$ cat src/rtl/branch_predict_unit_if.sv
// Fetch/execute-side bundle for branch_predict_unit: the IF prediction read, the EX
// resolution inputs, and the registered mispredict redirect.
interface branch_predict_unit_if #(
   parameter int PC_W = 32
) ();
   logic [PC_W-1:0] if_pc;
   logic            if_pred_taken;
   logic            ex_valid;
   logic            ex_branch;
   logic [4:0]      ex_opcode;
   logic [2:0]      ex_funct3;
   logic [PC_W-1:0] ex_pc;
   logic            ex_pred_taken;
   logic            ex_zero;
   logic            ex_sign;
   logic            ex_overflow;
   logic            ex_carry;
   logic            ex_taken;
   logic            mispredict;
   logic            mispredict_taken;

   modport master (
      output if_pc, ex_valid, ex_branch, ex_opcode, ex_funct3, ex_pc, ex_pred_taken,
             ex_zero, ex_sign, ex_overflow, ex_carry,
      input  if_pred_taken, ex_taken, mispredict, mispredict_taken
   );

   modport slave (
      input  if_pc, ex_valid, ex_branch, ex_opcode, ex_funct3, ex_pc, ex_pred_taken,
             ex_zero, ex_sign, ex_overflow, ex_carry,
      output if_pred_taken, ex_taken, mispredict, mispredict_taken
   );
endinterface

$ cat src/rtl/branch_predict_unit.sv
// RV32 branch resolution from ALU flags plus a direct-mapped 2-bit counter predictor.
// Optional BP_STATS_EN adds br_count/mispredict_count statistics outputs.
module branch_predict_unit #(
   parameter int         IDX_W    = 6,
   parameter int         PC_W     = 32,
   parameter logic [1:0] CNT_INIT = 2'b01
) (
   input  logic                 clk,
   input  logic                 rst,
   branch_predict_unit_if.slave bp
`ifdef BP_STATS_EN
   ,
   output logic [31:0]          br_count,
   output logic [31:0]          mispredict_count
`endif
);
   localparam int ENTRIES = 1 << IDX_W;

   function automatic logic resolve(input logic [2:0] f3, input logic z, input logic s,
                                    input logic v, input logic c);
      logic t;
      case (f3)
         3'b000:  t = z;
         3'b001:  t = !z;
         3'b100:  t = s ^ v;
         3'b101:  t = !(s ^ v);
         3'b110:  t = !c;
         3'b111:  t = c;
         default: t = 1'b0;
      endcase
      return t;
   endfunction

   function automatic logic legal_f3(input logic [2:0] f3);
      return (f3 != 3'b010) && (f3 != 3'b011);
   endfunction

   function automatic logic [1:0] sat_step(input logic [1:0] cnt, input logic up);
      logic [1:0] n;
      if (up) n = (cnt == 2'b11) ? 2'b11 : cnt + 2'd1;
      else    n = (cnt == 2'b00) ? 2'b00 : cnt - 2'd1;
      return n;
   endfunction

   logic [1:0]       cnt_q [ENTRIES];
   logic             mispredict_q, mispredict_d;
   logic             mp_taken_q, mp_taken_d;
   logic             br;
   logic             taken;
   logic             upd_en;
   logic [IDX_W-1:0] if_idx;
   logic [IDX_W-1:0] ex_idx;
   logic [1:0]       cnt_d;

   always_comb begin
      br           = bp.ex_valid & bp.ex_branch & (bp.ex_opcode == 5'b11000);
      taken        = br ? resolve(bp.ex_funct3, bp.ex_zero, bp.ex_sign,
                                  bp.ex_overflow, bp.ex_carry) : 1'b0;
      upd_en       = br & legal_f3(bp.ex_funct3);
      if_idx       = bp.if_pc[IDX_W+1:2];
      ex_idx       = bp.ex_pc[IDX_W+1:2];
      cnt_d        = sat_step(cnt_q[ex_idx], taken);
      mispredict_d = br & (taken != bp.ex_pred_taken);
      mp_taken_d   = taken;
   end

   // The IF read is taken straight from the table: a same-cycle update is not bypassed.
   assign bp.if_pred_taken    = cnt_q[if_idx][1];
   assign bp.ex_taken         = taken;
   assign bp.mispredict       = mispredict_q;
   assign bp.mispredict_taken = mp_taken_q;

   always_ff @(posedge clk or posedge rst) begin
      if (rst) begin
         for (int i = 0; i < ENTRIES; i++) cnt_q[i] <= CNT_INIT;
         mispredict_q <= 1'b0;
         mp_taken_q   <= 1'b0;
      end else begin
         if (upd_en) cnt_q[ex_idx] <= cnt_d;
         mispredict_q <= mispredict_d;
         mp_taken_q   <= mp_taken_d;
      end
   end

`ifdef BP_STATS_EN
   logic [31:0] br_count_q, br_count_d;
   logic [31:0] mp_count_q, mp_count_d;

   always_comb begin
      br_count_d = br_count_q + {31'd0, br};
      mp_count_d = mp_count_q + {31'd0, mispredict_d};
   end

   always_ff @(posedge clk or posedge rst) begin
      if (rst) begin
         br_count_q <= 32'd0;
         mp_count_q <= 32'd0;
      end else begin
         br_count_q <= br_count_d;
         mp_count_q <= mp_count_d;
      end
   end

   assign br_count         = br_count_q;
   assign mispredict_count = mp_count_q;
`endif

   // PC bits outside the index field carry no information for a tagless table.
   logic unused_pc_bits;
   assign unused_pc_bits = ^{bp.if_pc[PC_W-1:IDX_W+2], bp.if_pc[1:0],
                             bp.ex_pc[PC_W-1:IDX_W+2], bp.ex_pc[1:0]};
endmodule

$ cat src/flat_wrapper.sv
// flat-port wrapper written by rule: the top's interface ports become plain ports
module branch_predict_unit_flat 
#(
   parameter int         IDX_W    = 6,
   parameter int         PC_W     = 32,
   parameter logic [1:0] CNT_INIT = 2'b01
)
  (clk, rst, bp_if_pc, bp_ex_valid, bp_ex_branch, bp_ex_opcode, bp_ex_funct3, bp_ex_pc, bp_ex_pred_taken, bp_ex_zero, bp_ex_sign, bp_ex_overflow, bp_ex_carry, bp_if_pred_taken, bp_ex_taken, bp_mispredict, bp_mispredict_taken);
  branch_predict_unit_if #(.PC_W(PC_W)) bp_i ();
  input  logic clk;
  input  logic rst;
  input wire logic [$bits(bp_i.if_pc)-1:0] bp_if_pc;
  input wire logic [$bits(bp_i.ex_valid)-1:0] bp_ex_valid;
  input wire logic [$bits(bp_i.ex_branch)-1:0] bp_ex_branch;
  input wire logic [$bits(bp_i.ex_opcode)-1:0] bp_ex_opcode;
  input wire logic [$bits(bp_i.ex_funct3)-1:0] bp_ex_funct3;
  input wire logic [$bits(bp_i.ex_pc)-1:0] bp_ex_pc;
  input wire logic [$bits(bp_i.ex_pred_taken)-1:0] bp_ex_pred_taken;
  input wire logic [$bits(bp_i.ex_zero)-1:0] bp_ex_zero;
  input wire logic [$bits(bp_i.ex_sign)-1:0] bp_ex_sign;
  input wire logic [$bits(bp_i.ex_overflow)-1:0] bp_ex_overflow;
  input wire logic [$bits(bp_i.ex_carry)-1:0] bp_ex_carry;
  output wire logic [$bits(bp_i.if_pred_taken)-1:0] bp_if_pred_taken;
  output wire logic [$bits(bp_i.ex_taken)-1:0] bp_ex_taken;
  output wire logic [$bits(bp_i.mispredict)-1:0] bp_mispredict;
  output wire logic [$bits(bp_i.mispredict_taken)-1:0] bp_mispredict_taken;
  assign bp_i.if_pc = bp_if_pc;
  assign bp_i.ex_valid = bp_ex_valid;
  assign bp_i.ex_branch = bp_ex_branch;
  assign bp_i.ex_opcode = bp_ex_opcode;
  assign bp_i.ex_funct3 = bp_ex_funct3;
  assign bp_i.ex_pc = bp_ex_pc;
  assign bp_i.ex_pred_taken = bp_ex_pred_taken;
  assign bp_i.ex_zero = bp_ex_zero;
  assign bp_i.ex_sign = bp_ex_sign;
  assign bp_i.ex_overflow = bp_ex_overflow;
  assign bp_i.ex_carry = bp_ex_carry;
  assign bp_if_pred_taken = bp_i.if_pred_taken;
  assign bp_ex_taken = bp_i.ex_taken;
  assign bp_mispredict = bp_i.mispredict;
  assign bp_mispredict_taken = bp_i.mispredict_taken;
  branch_predict_unit #(.IDX_W(IDX_W), .PC_W(PC_W), .CNT_INIT(CNT_INIT)) u_core (.clk(clk), .rst(rst), .bp(bp_i));
endmodule
$ cat config.mk
export PLATFORM = sky130hd
export DESIGN_NAME = branch_predict_unit_flat
export DESIGN_NICKNAME = d
export VERILOG_FILES = /design/src/rtl/branch_predict_unit_if.sv /design/src/rtl/branch_predict_unit.sv /design/src/flat_wrapper.sv
export SDC_FILE = /design/constraint.sdc
export NUM_CORES = 1
export LEC_CHECK = 0
export ABC_AREA = 0
export CAP_MARGIN = 0
export CORE_ASPECT_RATIO = 0.5
export CORE_MARGIN = 5
export CORE_UTILIZATION = 45
export DETAILED_ROUTE_END_ITERATION = 6
export PLACE_DENSITY = 0.65
export RECOVER_POWER = 100
export SLEW_MARGIN = 25
export SYNTH_ARGS = -nofsm -noshare
export SYNTH_HDL_FRONTEND = slang
export SYNTH_SLANG_ARGS = --single-unit
$ cat constraint.sdc
create_clock -name clk -period 6.1 [get_ports clk]
set_clock_uncertainty 0.15 [all_clocks]
set_input_delay 1.22 -clock clk [delete_from_list [all_inputs] [get_ports clk]]
set_output_delay 1.22 -clock clk [all_outputs]
set_load 0.1 [all_outputs]
# Word level (Yosys, flattened, before mapping)
# Index checks and enable logic that the tools add are counted.
# classes
n_addsub,2
n_lt_le_gt_ge,3
eq_ne,10
n_mux,14
n_bitwise,7
reduce_logical,7
# op_table
cell,n
$bwmux 128,1
$bmux 2 s6,2
$mux 2,8
$ge 7x7->1 const B,2
$not 6->7,2
$demux 2 s6,1
$eq 3x3->1 const B,4
$lt 7x1->1 const B,1
$ne 3x2->1 const B,2
$pmux 1 s6,1
$eq 5x5->1 const B,1
$and 1x1->1,4
$eq 3x1->1 const B,1
$logic_not 1->1,3
$logic_not 3->1,1
$add 2x1->2 const B,1
$eq 2x2->1 const B,1
$logic_and 1x1->1,2
$logic_not 2->1,1
$sub 2x1->2 const B,1
$mux 1,1
$ne 1x1->1,1
$xor 1x1->1,1
# word_totals
reg_bits,130
inputBits,81

# Longest topological paths before layout
# Gate-level depths: netlist (run 1).
# depth
ltp_word,8
mapped_depth,11
mapped_depth_nobuf,7

# Worst setup path after synthesis (run 1)
# No wires, ideal clock.
# synth_path
kind,input to output
startpoint,input port bp_if_pc[2]
endpoint,output port bp_if_pred_taken
arrival_ns,3.886
required_ns,4.730
path_slack_ns,0.844
cell_stages,5
path_cell_list,clkbuf_1 buf_1 mux4_2 mux4_2 mux4_2
# synth_between
elab_chain_cells,4
# synth_lines
item,line,rtl
start: declaration,flat_wrapper.sv:12,input wire logic [$bits(bp_i.if_pc)-1:0] bp_if_pc;
$not 6->7 (not written as such),branch_predict_unit.sv:68,assign bp.if_pred_taken = cnt_q[if_idx][1];
$bmux 2 s6,branch_predict_unit.sv:68,
$mux 2 (not written as such) (2 in a row),branch_predict_unit.sv:68,
end: declaration,flat_wrapper.sv:23,output wire logic [$bits(bp_i.if_pred_taken)-1:0] bp_if_pred_taken;
# Every way passes these cells. The select of a mux whose other input is x is not followed.

# Worst setup path in the final report (run 1)
# Same ends and word-level chain as after synthesis.

==> results.md, run 1 <==
- Length in cells of the worst reg-to-reg path: 7
- Overall die area: 18,500 um2
- Power share of the clock group: 0.510
- Worst slew pin tran: 3330 ps
- Die width: 188 um
- Sum of negative setup slack: 0 ps
- Final Routed Wirelength: 17.4 mm
- Synth Instances: between 500 and 600
- Yosys synthesis warning count: 0
- First-pass detailed-route iteration total: 5
- Period Utilization, post-route: 0.890
- Share of flip-flops with an asynchronous set or reset: 1.00
- Switching Power: 468 uW
- Ant. Diodes: 0
- Share of total power in sequential cells: 0.430
- Setup repair bufs after CTS: 0
- Final net count: 628
- Result of the run: complete, but fails checks
- Iter 0 DRT Violations: roughly 350
- Int Pwr: 1550 uW
- Area growth from synthesis to final layout: 13.5%
- Vias post-DR: about 4,600
- Leading cell type in the layout, fill and taps excluded: mux2_2
- Max Slew Vio Count: 137
- Proportion of synthesized chip area in sequential cells: 0.469
- Hold depth: 1
- FF-to-FF Start: u_core.cnt_q[18]$_DFFE_PP1P_
- Final period demand of the worst path: 5430 ps
- Leading cell types in the layout, fill and taps excluded: mux2_2 (130), dfrtp_1 (66), dfstp_2 (64), nand2_1 (46), mux4_2 (45)
- Final total power: between 2000 and 2500 uW
- Num rows: 32
- Avg Inst Size Synth: between 10 and 15 um2
- Startpoint of the worst setup timing path: bp_if_pc[2]
- Maximum VDD drop: around 220 uV
- Ys flop type: dfrtp_1
- Critical Setup Path Class: primary input to primary output
- Core Util, Final: 0.521
- Number of routed nets with antenna violations: 0
- Top Ports: 85
- Cts bufs inserted: 17
- Path category of the worst min-delay check: flip-flop to flip-flop
- Combined global-route utilization of all metal layers: 0.195
- Drt drc: 0
- Cell area after synthesis: 7100 um2
- Number of antenna violations at the first check in global routing: 0
- Post-synth EDFFs: 0
- Number of vias per cell: 6.02
- First-pass GRT wire length: 27.9 mm
- Remaining global-route overflow: 0
- Weighted congestion at the end of routability-driven global placement: 0.793
- Fraction of layout instances using a drive strength above 1: 0.517
- Power per cell area: 250 nW/um2
- Violated checks: capacitance limit, slew limit
- Data arrival time of the critical path: 4060 ps
- Min-Delay Startpoint: u_core.cnt_q[51]$_DFFE_PP0P_
- Number of clock sinks seen by CTS: 130
- Worst endpoint required time: 4730 ps
- Max-slew headroom: -1.23
- CTS hold repair buffers: 0
- Initial core utilization: 0.459
- Total nets after synthesis: 608
- CP Capture Type: primary output
- CP Launch Type: primary input
- Floorplan core area: 15,500 um2
- Clk slew on worst S/H paths: ~50 ps
- Post-route setup slack: 671 ps
- Max-cap violation count: 4
- Chip Height: 98.8 um
- Clock tree from TritonCTS: done
- Buffer depth of the longest clock path: 2
- Count of instances resized after the clock tree is built: 0
- Clock latency at the later pin of the worst-skew pair: 420 ps
- Final count of hold timing violations: 0
- Buffer type at the clock tree root: clkbuf_16
- Worst-case setup slack after placement: 913 ps
- Switching share of total power: 0.232
- Largest net degree at the start of global routing: 76
- Highest clock rate: 0.184 GHz
- Leak pwr: 0.00333 uW
- Synth cell types: 44
- Post-DR wirelength/cell: 22.8 um
- Setup violations, final: 0
- Count of H-tree levels built during CTS: 4
- Via count of the first global-routing pass: 4,842
- Comb power frac: 0.060
- Unrepaired setup endpoints after global routing: no
- Max FO, Critical Path: 16
- Port Buffers: 32
- Half-perimeter wire length after detailed placement: 11.1 mm
- Flip-flop and latch count after synthesis: 130
-- layer usage --
metal / global-route usage / part of all wire / routed length, um
met5: 0 / 0 / 0
met4: 0.0676 / 0.019 / 323
met3: 0.0347 / 0.053 / 930
met2: 0.305 / 0.47 / 8120
met1: 0.278 / 0.46 / 8030
-- cell families (layout without fill, tap and decap cells) --
group           count (synthesis)  in the layout  share of synthesized area
compound gates                 26             26                     0.0252
xor+xnor                        4              4                    0.00493
mux                           186            186                      0.364
fa+ha+maj                       2              2                    0.00388
simple gates                  138            138                     0.0939
buf+inv                        41             73                     0.0382
flops                         130            130                      0.469
-- state kept, by name, summed over array words and instances (netlist names) --
| name | flops |
|---|---|
| u_core.bp.mispredict | 1 |
| u_core.bp.mispredict_taken | 1 |
| u_core.cnt_q | 128 |
-- critical path, cell delays in order --
cell	delay (ps)
clkdlybuf4s50_1	450
clkbuf_2	550
mux4_2	600
mux4_2	520
mux4_2	510
buf_12	190
-- cell type report --
cell class	instances	area (um2)
clock buffers	18	429
clock inverters	13	164
fillers	1307	7400
inverters	2	8.76
multi-input cells	356	3510
flip-flops and latches	130	3330
well taps	204	255
repair buffers	40	358
-- final timing paths --
check	to	slack, ps
worst min register to register	u_core.cnt_q[51]$_DFFE_PP0P_	380
worst min-delay path	u_core.cnt_q[51]$_DFFE_PP0P_	380
min in group asynchronous	u_core.cnt_q[123]$_DFFE_PP0P_	2090
max in group asynchronous	u_core.cnt_q[25]$_DFFE_PP0P_	1190
worst max-delay path	bp_if_pred_taken	670
worst max register to register	u_core.cnt_q[55]$_DFFE_PP0P_	2760
-- per-stage QoR --
step	instance area (um2)	std cells	hold WS (ps)
5_1_grt	8060	763	395
4_1_cts	8080	763	376
3_5_place_dp	7480	732	364
3_3_place_gp	7480	732	352
6_report	8060	763	381
2_1_floorplan	7100	527	341
-- power by group through the flow --
| stage | logic, uW | clock network [uW] | registers (uW) |
|---|---|---|---|
| detailed placement | 122 | 0 | 881 |
| CTS | 123 | 1040 | 867 |
| floorplan | 81.8 | 0 | 881 |
| global placement | 121 | 0 | 881 |
| finish | 121 | 1030 | 867 |
| global route | 131 | 1090 | 867 |
-- Yosys cell counts (all sizes together), types with 2 or more instances --
library cell / instances / area (um2)
nor3b: 9 / 67.6
and3: 6 / 37.5
xnor2: 3 / 26.3
nor2: 42 / 158
nand2: 46 / 173
or3: 2 / 12.5
a21oi: 2 / 10.0
and3b: 3 / 26.3
dfrtp: 66 / 1650
a21o: 2 / 15.0
maj3: 2 / 27.5
nor2b: 2 / 12.5
nand3b: 7 / 52.6
nand2b: 2 / 12.5
or2: 2 / 12.5
nor3: 2 / 10.0
dfstp: 64 / 1680
or3b: 2 / 17.5
buf: 29 / 226
o21ai: 7 / 35.0
mux2i: 11 / 110
nand4: 2 / 12.5
mux2: 130 / 1460
nand3: 7 / 35.0
a22oi: 3 / 22.5
inv: 2 / 7.51
o22ai: 4 / 25.0
mux4: 45 / 1010
clkbuf: 10 / 37.5
and2: 2 / 12.5
No activity file was read; power rests on OpenSTA's default activity.
==> run 2, diff against run 1 <==
--- a/config.mk
+++ b/config.mk
@@ -13,7 +13,6 @@
 export DETAILED_ROUTE_END_ITERATION = 6
 export PLACE_DENSITY = 0.65
 export RECOVER_POWER = 100
-export SLEW_MARGIN = 25
 export SYNTH_ARGS = -nofsm -noshare
 export SYNTH_HDL_FRONTEND = slang
 export SYNTH_SLANG_ARGS = --single-unit
==> results of run 2 <==
Same layout as run 1: the final DEF is identical, and so are final timing and power.
